## src/rtl/fetch_sequencer.sv

```systemverilog
// Instruction-fetch sequencer: boots the PC from the reset vector,
// then streams words to decode and tags each LDM immediate.
module fetch_sequencer #(
  parameter logic [15:0] RESET_ADDR = 16'h0000,
  parameter logic [15:0] NOP_WORD   = 16'hF800
) (
  input  logic        clk,
  input  logic        rst_n,
  output logic        imem_req,
  output logic [15:0] imem_addr,
  input  logic [15:0] imem_rdata,
  input  logic        imem_valid,
  input  logic        stall,
  input  logic        flush,
  input  logic [15:0] flush_target,
  output logic [15:0] pc,
  output logic [15:0] inst_out,
  output logic [15:0] last_out,
  output logic        inst_valid,
  output logic        is_imm
);

  typedef enum logic [1:0] {
    BOOT,
    FETCH,
    IMM
  } state_t;

  localparam logic [4:0] OP_LDM = 5'b00111;
  localparam logic [4:0] OP_RST = 5'b11110;

  state_t     state;
  logic       held;
  logic       accept;
  logic [4:0] op;

  // Request whenever out of reset and decode is not stalled.
  assign imem_req  = rst_n & ~stall;
  assign imem_addr = (state == BOOT) ? RESET_ADDR : pc;
  assign accept    = imem_req & imem_valid;
  assign op        = imem_rdata[15:11];

  // Sequencer state and registered outputs; flush beats stall and accept.
  // `held` marks that inst_out is a fetched word rather than the idle
  // NOP value, so that value is never reported on last_out.
  always_ff @(posedge clk or negedge rst_n) begin
    if (!rst_n) begin
      state      <= BOOT;
      pc         <= 16'h0000;
      inst_out   <= NOP_WORD;
      last_out   <= 16'h0000;
      inst_valid <= 1'b0;
      is_imm     <= 1'b0;
      held       <= 1'b0;
    end else if (flush && state != BOOT) begin
      state      <= FETCH;
      pc         <= flush_target;
      inst_out   <= NOP_WORD;
      last_out   <= 16'h0000;
      inst_valid <= 1'b0;
      is_imm     <= 1'b0;
      held       <= 1'b0;
    end else if (stall) begin
      state <= state;
    end else if (accept) begin
      unique case (state)
        BOOT: begin
          pc         <= imem_rdata;
          state      <= FETCH;
          inst_valid <= 1'b0;
          is_imm     <= 1'b0;
        end
        FETCH, IMM: begin
          last_out   <= held ? inst_out : 16'h0000;
          inst_out   <= imem_rdata;
          held       <= 1'b1;
          inst_valid <= 1'b1;
          is_imm     <= (state == IMM);
          pc         <= pc + 16'd1;
          if (state == IMM)
            state <= FETCH;
          else if (op == OP_LDM)
            state <= IMM;
          else if (op == OP_RST)
            state <= BOOT;
          else
            state <= FETCH;
        end
        default: state <= BOOT;
      endcase
    end else begin
      inst_valid <= 1'b0;
      is_imm     <= 1'b0;
    end
  end

endmodule

```

## config.mk

```make
export PLATFORM = sky130hd
export DESIGN_NAME = fetch_sequencer
export DESIGN_NICKNAME = d
export VERILOG_FILES = /design/src/rtl/fetch_sequencer.sv
export SDC_FILE = /design/constraint.sdc
export NUM_CORES = 1
export LEC_CHECK = 0
export ABC_AREA = 1
export CAP_MARGIN = 20
export CORE_UTILIZATION = 46
export DETAILED_ROUTE_END_ITERATION = 16
export HOLD_SLACK_MARGIN = 0.05
export PLACE_DENSITY = 0.81
export SLEW_MARGIN = 20
export SYNTH_ARGS = -nofsm -noshare
export SYNTH_HDL_FRONTEND = slang
export SYNTH_SLANG_ARGS = --single-unit
```

## constraint.sdc

```tcl
create_clock -name clk -period 2 [get_ports clk]
set_input_delay 0.4 -clock clk [delete_from_list [all_inputs] [get_ports clk]]
set_output_delay 0.4 -clock clk [all_outputs]
set_load 0.005 [all_outputs]
```

==> impl_summary.md, run 1 <==
Global routing
The global-route usage over all layers is 0.269. The number of antenna violations at the first check in global routing is 0. The global-route wire length before repair is about 14 mm. The number of global-route vias before repair is just under 3,000. The pin count of the biggest net entering global routing is 54.

The total grt overflow is 0.

Logic synthesis
Of the synthesized area, sequential elements account for 0.446. In this run, synthesis inferred 0 flip-flops with an integrated enable. The commonest register cell after synthesis is dfrtp_1.

The mapped netlist covers 2990 um2. The average instance in the mapped netlist occupies between 7 and 8 um2. By count the netlist is led by nand2_1, nor2_1, dfrtp_1, inv_1, nand3_1.

Sorting the synthesized cells by area gives the leading types as dfrtp_1, nand2_1, nor2_1. The synthesized flop and latch total is 53. The most common cell in the synthesized netlist is nand2_1. The fraction of synthesis flops using an asynchronous set or reset pin is 1.00. The cell count after synthesis came out at 404. Summed over all instances, the cell type with the most area after synthesis is dfrtp_1. The number of different library cells used by synthesis comes to 27. The synthesized netlist net count is between 400 and 500.

The Yosys step of the flow raised 0 warnings. Of the post-synthesis cell area, the dominant cell type holds 0.402.

Clock tree
The H-tree was split into 2 levels. After clock tree synthesis, the clock-pin slew on the worst setup and hold paths is approximately 100 ps. TritonCTS created 5 clock buffers.

The clock network latency to the later pin of the worst-skew pair is approximately 310 ps. TritonCTS built the clock tree. In this run, post-CTS hold repair placed 0 buffers. The clock sink count is 53. The master cell of the clock root buffer is clkbuf_8. In this run the deepest clock path goes through 2 buffers.

Worst setup path
The critical path endpoint category is an output pin. The most used cell along the critical path is clkdlybuf4s50_1. The critical path goes through clkdlybuf4s50_1 > nor2_4 > clkdlybuf4s50_1. The category of the worst setup path launch point is an input pin. The critical path contains buffers and inverters numbering 2 combined. At the worst endpoint, the arrival time is 1560 ps. On the critical path, the stage with the largest delay is an instance of clkdlybuf4s50_1. Along the worst path, the maximum fanout reaches 3. The startpoint of the worst register-to-register path is state[1]. The most critical setup path has its startpoint at stall. The type of the worst setup path is in2out.

The worst setup slack for register-to-register paths is 190 ps. At the worst endpoint, the required time is roughly 1600 ps. The biggest cell delay along the critical path is a little over 500 ps.

The cell type group with the largest total delay on the critical path is buffers and inverters.

Drt
Using the TritonRoute via totals, the vias-per-cell ratio works out to roughly 5.3. Dividing the detail-routed wire length by the instance count gives 14.5 um. The initial detailed-routing violation count is approximately 250.

After detailed routing, the total wire length is around 8.6 mm. For this run, design rule violations remaining after detail routing come to 0. The number of routed nets with antenna violations is 0.

The via count is between 3,000 and 4,000. For this run, the detailed router's first-pass iteration total came to 5.

STA
The total count of max-transition violations in the final report was 0. The peak clock frequency supported by timing is about 510 MHz. The number of hold-slack violations in the final timing report was 0. In the finished design, the share of the clock period the worst path needs comes to 0.979. The transition time at the pin with the least slew margin is 695 ps. The final setup violation count is 0.

The clock period could shrink to ~2000 ps. Measured against its own limit, the worst slew margin works out to 0.537. The final setup skew is 6.31 ps.

Power and ir drop
Power comes to 3.18 mW. The power density over cell area is roughly 740 nW/um2. The leakage component of the power is 2.19 nW. The maximum resistive drop on vdd is 0.000576 V.

Worst hold path
The path class of the tightest hold or removal check is in2async.

Finish
The area of combinational cells with multiple inputs is around 1400 um2. Counting the fill cells in the layout gives roughly 510. The post-route core utilization is 0.709. The post-layout net count is approximately 560.

The count of antenna diodes in the layout is 0. The growth of design area from synthesis to finish is 44.7%. The share of layout cells above drive strength 1 is 0.111. The finished cells cover roughly 4300 um2. Across the whole layout, storage elements account for 1330 um2.

Floorplan
The floorplan step set the die width to 82.6 um. The effective utilization at floorplan is 0.490. The vertical extent of the die is ~83 um.

The floorplan has 28 rows. between 100 and 150 I/O pins were placed. The core region is ~6100 um2. The floorplan step defined a die boundary enclosing slightly below 7000 um2.

Status
The flow ran to the end, and the final reports show no timing, DRC or antenna violations.

Place
Summing all placed instances gives a cell area of approximately 4200 um2. Detailed placement finished with a half-perimeter wire length of 6.38 mm. The number of buffer cells added on primary ports is approximately 100.

The final weighted congestion of routability-driven global placement is about 0.84.

Run
Across the run, the number of max-cap violations was 0.
-- power by group --
group | leakage, nW | switching (mW) | total, mW | internal, mW
clock | 0.0554 | 0.362 | 0.739 | 0.376
combinational | 1.46 | 0.532 | 1.10 | 0.566
sequential | 0.678 | 0.159 | 1.35 | 1.19
total | 2.19 | 1.05 | 3.18 | 2.13
-- cell families (layout without fill, tap and decap cells) --
group / after synthesis / count (layout) / share of synthesized area
compound gates: 60 / 60 / 0.114
buf+inv: 65 / 183 / 0.0959
simple gates: 219 / 219 / 0.317
flops: 53 / 53 / 0.446
fa+ha+maj: 5 / 5 / 0.0209
xor+xnor: 2 / 2 / 0.00587
-- cell type report --
class / count / share of cell area
clock buffer: 6 / 0.0168
sequential: 53 / 0.308
clock inverter: 2 / 0.00897
timing repair buffer: 125 / 0.279
multi-input combinational: 286 / 0.320
inverter: 50 / 0.0446
tap: 75 / 0.0217
-- routing by layer --
metal | up-vias | share of wire | GRT usage
li1 | 1511 | - | -
met1 | 1498 | 0.41 | 0.340
met2 | 132 | 0.51 | 0.462
met3 | 16 | 0.068 | 0.0451
met4 | 0 | 0.019 | 0.0983
met5 | - | 0 | 0
-- worst register-to-register path, cell delays in order, from the launching register on --
cell	delay (ps)
dfrtp_1	390
inv_1	110
ha_4	220
buf_4	150
inv_4	50
nand2_8	70
inv_4	80
nor2_8	90
buf_4	230
o21ai_0	120
nand2_1	80
a21oi_1	60
nor2_1	90
-- flip-flops by register name, summed over array words and instances (netlist names) --
signal	count
inst_out	16
is_imm	1
last_out	16
inst_valid	1
pc	16
held	1
state	2
-- timing repair --
item,4_1_cts,5_1_grt
pin swaps,0,1
buffers inserted,1,4
endpoints found under the setup margin,50,5
resized for setup,15,5
endpoints found under the hold margin,0,0
-- path summary, 6_finish.rpt --
check / cells past startpoint / end
min: 2 / last_out[0]
min in group clk: 2 / last_out[13]
max: 3 / imem_req
min reg2reg: 2 / last_out[13]
max reg2reg: 12 / pc[4]
max in group asynchronous: 2 / pc[5]
-- metrics by stage --
stage / std cells / setup WS (ps) / TNS [ps] / hold slack (ps)
final: 597 / 41.9 / 0 / 239
after detailed placement: 584 / -89.8 / -1350 / 470
after CTS: 593 / -39.3 / -103 / 257
after global placement: 584 / 1.39 / 0 / 463
after global routing: 597 / -2.34 / -2.34 / 290
after floorplan: 404 / 387 / 0 / 104
-- cells in the final DEF, fill, tap and decap left out, drive strengths merged --
master,instances
a21oi,19
a22o,1
a22oi,2
buf,23
bufinv,1
clkbuf,6
clkdlybuf4s50,86
clkinv,1
dfrtp,48
dfstp,5
dlygate4sd2,13
dlymetal6s2s,3
ha,5
inv,50
nand2,114
nand3,39
nand4,4
nor2,61
nor3,1
o211ai,1
o21ai,37
xor2,2
Note: power is estimated with default switching activity, not from simulation.
==> inputs of run 2 (changes only) <==
--- a/config.mk
+++ b/config.mk
@@ -10,6 +10,7 @@
 export CORE_UTILIZATION = 46
 export DETAILED_ROUTE_END_ITERATION = 16
 export HOLD_SLACK_MARGIN = 0.05
+export MAX_ROUTING_LAYER = met4
 export PLACE_DENSITY = 0.81
 export SLEW_MARGIN = 20
 export SYNTH_ARGS = -nofsm -noshare
==> impl_summary.md, run 2 (synthesis gave the netlist of run 1 again) <==
Status
The flow ran to the end, and the final reports show no timing, DRC or antenna violations.

Clock tree
In this run, CTS created clock tree buffers numbering 5. The master cell of the clock root buffer is clkbuf_8. TritonCTS built the clock tree. The H-tree was split into 2 levels. Clock latency on the worst-skew pair, taken at its later pin, is just over 300 ps. The count of hold buffers inserted by post-cts repair is 0. The clock drives between 50 and 60 sinks.

The maximum count of clock buffers along a single path is 2. The clock transition at the registers of the reported paths is 100 ps.

STA
The clock arrives with around 7.4 ps of skew. Subtracting the final worst setup slack from the clock period gives roughly 1900 ps. Setup repair after global routing left no endpoint under its margin. The number of hold-slack violations in the final timing report came to 0. The relative slew slack is 0.544. At the pin with the least slew margin, the transition time is roughly 700 ps. The total count of max-transition violations in the final report is 0.

Of the available clock period, the critical path in the final layout requires 0.967. The final setup violation count is 0. Derived from the worst setup path, the maximum achievable clock frequency is 517 MHz. After layout, the worst setup slack is 66.5 ps. After routing, the total negative slack on setup checks comes to 0 ps.

Finish
The count of non-filler cells in the finished layout is 593. In the final layout, flip-flops and latches occupy approximately 1300 um2. For this run, the post-layout net count is between 500 and 600.

The area growth from synthesis to layout is 42.2%. The number of inserted filler cells in the final layout is between 500 and 600. The largest registers in the layout are inst_out x16, last_out x16, pc x16. The count of antenna diodes in the layout is 0.

The share of layout cells above drive strength 1 is 0.102. The area of combinational cells with multiple inputs is between 1000 and 1500 um2. In the layout the commonest cells are nand2_1, clkdlybuf4s50_1, nor2_1, dfrtp_1, inv_1. The most common cell after layout, fill and taps aside is nand2_1. The final non-filler cell area is between 4000 and 5000 um2.

Power and ir drop
The part of the total power dissipated in the clock network is 0.203. The maximum resistive drop on vdd is around 0.00038 V. The switching power total is ~1.0 mW.

Of the total power, the share spent switching nets is 0.345. Cell internal power was estimated by the tool at slightly below 2 mW. The leakage component of the power is roughly 2.1 nW. The combinational fraction of design power is 0.352. Of the total power, registers draw 0.445. The power density over cell area is 714 nW/um2.

Floorplan
In this run the core area contains 28 standard-cell rows. For this design the top-level I/O count stands at between 100 and 150. The core area is slightly above 6000 um2. The die is 82.6 um tall.

The die is 82.6 um wide. For this configuration, the core starts out at a cell density of 0.490. The area of the die is 6820 um2.

Drt
The via count is 3,053. For this run, design rule violations remaining after detail routing come to 0. The average wire per cell in the routed design is between 10 and 15 um. The number of routed nets with antenna violations is 0. The initial detailed-routing violation count is ~160. The final layout contains routed wiring with a total length of roughly 8.4 mm. The mean number of vias per cell is 5.15. The first-pass iteration count of the detailed router is 5.

Global routing
In the global route stage, overall resource usage came out at 0.261. The global-route wire length before repair is 13.0 mm. The number of global-route vias before repair is around 2,800.

The number of antenna violations at the first check in global routing came to 0. The total grt overflow is 0. The pin count of the biggest net entering global routing is 54.

Worst setup path
The category of the worst setup path launch point is an input pin. The data arrival time of the worst path is around 1500 ps. The worst setup path is captured at an output pin. The data required time of the worst path is between 1500 and 2000 ps.

Along the worst path, the maximum fanout reaches 3. The type of the worst setup path is in2out.

Worst hold path
The worst hold path belongs to the class in2async.

Run
The max capacitance violation total is 0.

Place
The congestion estimate from routability-driven global placement came to ~0.9. The worst slack after detailed placement is 74.8 ps. During placement, the flow inserted port buffers numbering between 100 and 150.

The post-placement cell count is ~580. Once detailed placement completed, the half-perimeter wirelength came to 6.41 mm. The cell area after placement is just over 4000 um2.
## run 2: changes by cell type in the layout (fill, tap and decap cells not counted), sizes merged
cell	previous run	this run
buf	23	19
bufinv	1	0
clkinvlp	0	1
dlygate4sd2	13	16
dlymetal6s2s	3	0
## run 2: power by group through the flow
stage / Sequential [mW] / Combinational, mW / Clock (mW)
after floorplan: 1.34 / 0.502 / 0
after global placement: 1.36 / 1.11 / 0
after detailed placement: 1.37 / 1.13 / 0
after CTS: 1.35 / 1.08 / 0.623
after global routing: 1.37 / 1.19 / 0.665
final: 1.35 / 1.07 / 0.615
## run 2: worst max-delay path, cell delays in order
cell             delay, ps
clkdlybuf4s50_1        460
nor2_4                 160
clkdlybuf4s50_1        510
## run 2: path summary, 6_finish.rpt
kind	from	endpoint	slack, ps	cells after the start
min reg2reg	last_out[13]	last_out[13]	490	2
max in group asynchronous	rst_n	last_out[14]	1330	2
max	stall	imem_req	70	3
min	rst_n	last_out[1]	210	2
min in group clk	last_out[13]	last_out[13]	490	2
max reg2reg	state[0]	pc[15]	150	10
## run 2: area by class of cell
cell class,count,area share
Clock buffer,6,0.0171
Inverter,50,0.0454
Sequential cell,53,0.314
Clock inverter,2,0.00383
Tap cell,75,0.0221
Timing Repair Buffer,121,0.275
Multi-Input combinational cell,286,0.323
## run 2: repair_timing
item                       CTS  global route
hold endpoints to repair     0             0
resized for setup           19             0
setup endpoints to repair   16             0
setup buffers                2             0
## run 2: stage by stage
stage | total power, mW | hold slack, ps | util
after floorplan | 1.84 | 104 | -
after global placement | 2.47 | 463 | 0.682
after detailed placement | 2.50 | 465 | 0.682
after CTS | 3.05 | 231 | 0.697
after global routing | 3.23 | 262 | 0.697
final | 3.03 | 210 | 0.697
## run 2: metal layers
layer / vias up / global-route usage / share of wire
met5: - / - / 0
met4: 0 / 0.0759 / 0.015
met3: 15 / 0.0418 / 0.059
met2: 111 / 0.450 / 0.51
met1: 1431 / 0.317 / 0.42
li1: 1496 / - / -
==> patch, RTL diff (settings of run 2) <==
The 3 states of `state_t` get a one-hot encoding in 3 bits.
--- a/src/rtl/fetch_sequencer.sv
+++ b/src/rtl/fetch_sequencer.sv
@@ -21,8 +21,8 @@
 );
 
-  typedef enum logic [1:0] {
-    BOOT,
-    FETCH,
-    IMM
+  typedef enum logic [2:0] {
+    BOOT  = 3'b001,
+    FETCH = 3'b010,
+    IMM   = 3'b100
   } state_t;
 
Check against the original RTL: no difference found for any inputs over 4 cycles, from zero or initial values and one cycle with rst_n low; so few cycles prove little.
==> patch against run 2 <==
Largest cell class unchanged. Setup slack better by 2.1 ps. Total power down 15%. Cell area grew 1.8%. Clock skew about the same. Core utilization shrank 1.6 points. Sequential cell count is 1 higher. Highest routed layer unchanged. Via count grew 5.6%. Sequential share of layout area grew 0.054 points. Routed wire length up 4.3%. Synthesized area grew 1.4%. Cell count grew 3.4%. Non-clock buffer count is 4 lower.
==> patch: results (changes against run 2) <==
Inverters = 72 (was 50)
minimum clock period = 1930 ps (about the same)
hpwl dp = 6.21 mm (was 6.41 mm)
sequential area share after synthesis = 44.9% (was 44.6%)
CP max stage delay = 630 ps (was 510 ps)
Clock buffers and inverters, area share = 1.94% (was 2.09%)
Reg power frac = 49.3% (was 44.5%)
Slew @ Worst Pin = 684 ps (about the same)
Non-clock buffers, area share = 26.5% (was 27.5%)
Crit Path Category = register to output pin (was primary input to output pin)
Max VDD drop = 412 µV (was 382 µV)
M3 GR Usage = 4.27% (was 4.18%)
Sw Ratio = 31.5% (was 34.5%)
synth top area cells = dfrtp_1 40%, nand2_1 17%, inv_1 7.9% (was dfrtp_1 40%, nand2_1 14%, nor2_1 7.3%)
endpoint of the most critical register-to-register path = pc[4]$_DFFE_PN0P_ (was pc[15]$_DFFE_PN0P_)
RD Place Congestion = 0.933 (was 0.880)
crit path max fanout = 4 (was 3)
R2R setup slack = 90 ps (was 150 ps)
status = completed (unchanged)
Cell variety after synth = 33 (was 27)
wl on met1 = 3.66 mm (was 3.51 mm)
first-pass GRT wire length = 14.3 mm (was 13.0 mm)
global-route usage over all layers = 26.5% (was 26.1%)
Via density = 5.26 (was 5.15)
crit-path leading delay family = flip-flops (was buffers and inverters)
most common library cells after synthesis = 136 x nand2_1, 64 x inv_1, 48 x dfrtp_1 (was 110 x nand2_1, 58 x nor2_1, 48 x dfrtp_1)
Placed Cells = 597 (was 583)
Max stage delay cell, worst path = dfstp_2 (was clkdlybuf4s50_1)
Final nets = 574 (was 559)
Reg area = 1360 µm² (was 1330 µm²)
fraction of area in registers = 31.4% (about the same)
Place WS = -54.4 ps (was 74.8 ps)
#FFs+latches synth = 54 (was 53)
routed length per instance = 14.2 µm (was 14.1 µm)
multi-input combinational area share = 31.5% (was 32.3%)
combinational cell fraction of total power = 27.2% (was 35.2%)
patch: cell types whose count changed after synthesis, sizes merged, moves of 2 or more:
| cell | change |
|---|---|
| o21bai | +2 |
| a22oi | +2 |
| nand3 | -10 |
| o21ai | -2 |
| nor2 | -17 |
| nand2 | +27 |
| a21oi | -16 |
| ha | -4 |
| nand4 | +2 |
| o211ai | +2 |
| o22ai | +8 |
| inv | +22 |
| or2 | +3 |
patch: kinds of logic (layout without fill, tap and decap cells):
logic type | Yosys count | count (layout) | share of synthesized area [%]
AND/OR/NAND/NOR | 224 | 226 | 32.0
buffers and inverters | 85 | 196 | 11.4
AO/OA/AOI/OAI | 55 | 55 | 10.2
flip-flops | 54 | 54 | 44.9
XOR/XNOR | 4 | 4 | 1.16
adder cells (fa/ha/maj) | 1 | 1 | 0.413
patch: repair_timing:
action,in CTS,in global routing
endpoints found under the setup margin,16,26
setup buffers,5,2
gates resized for setup,19,9
gates cloned,2,0
endpoints found under the hold margin,0,0
pin swaps,9,0
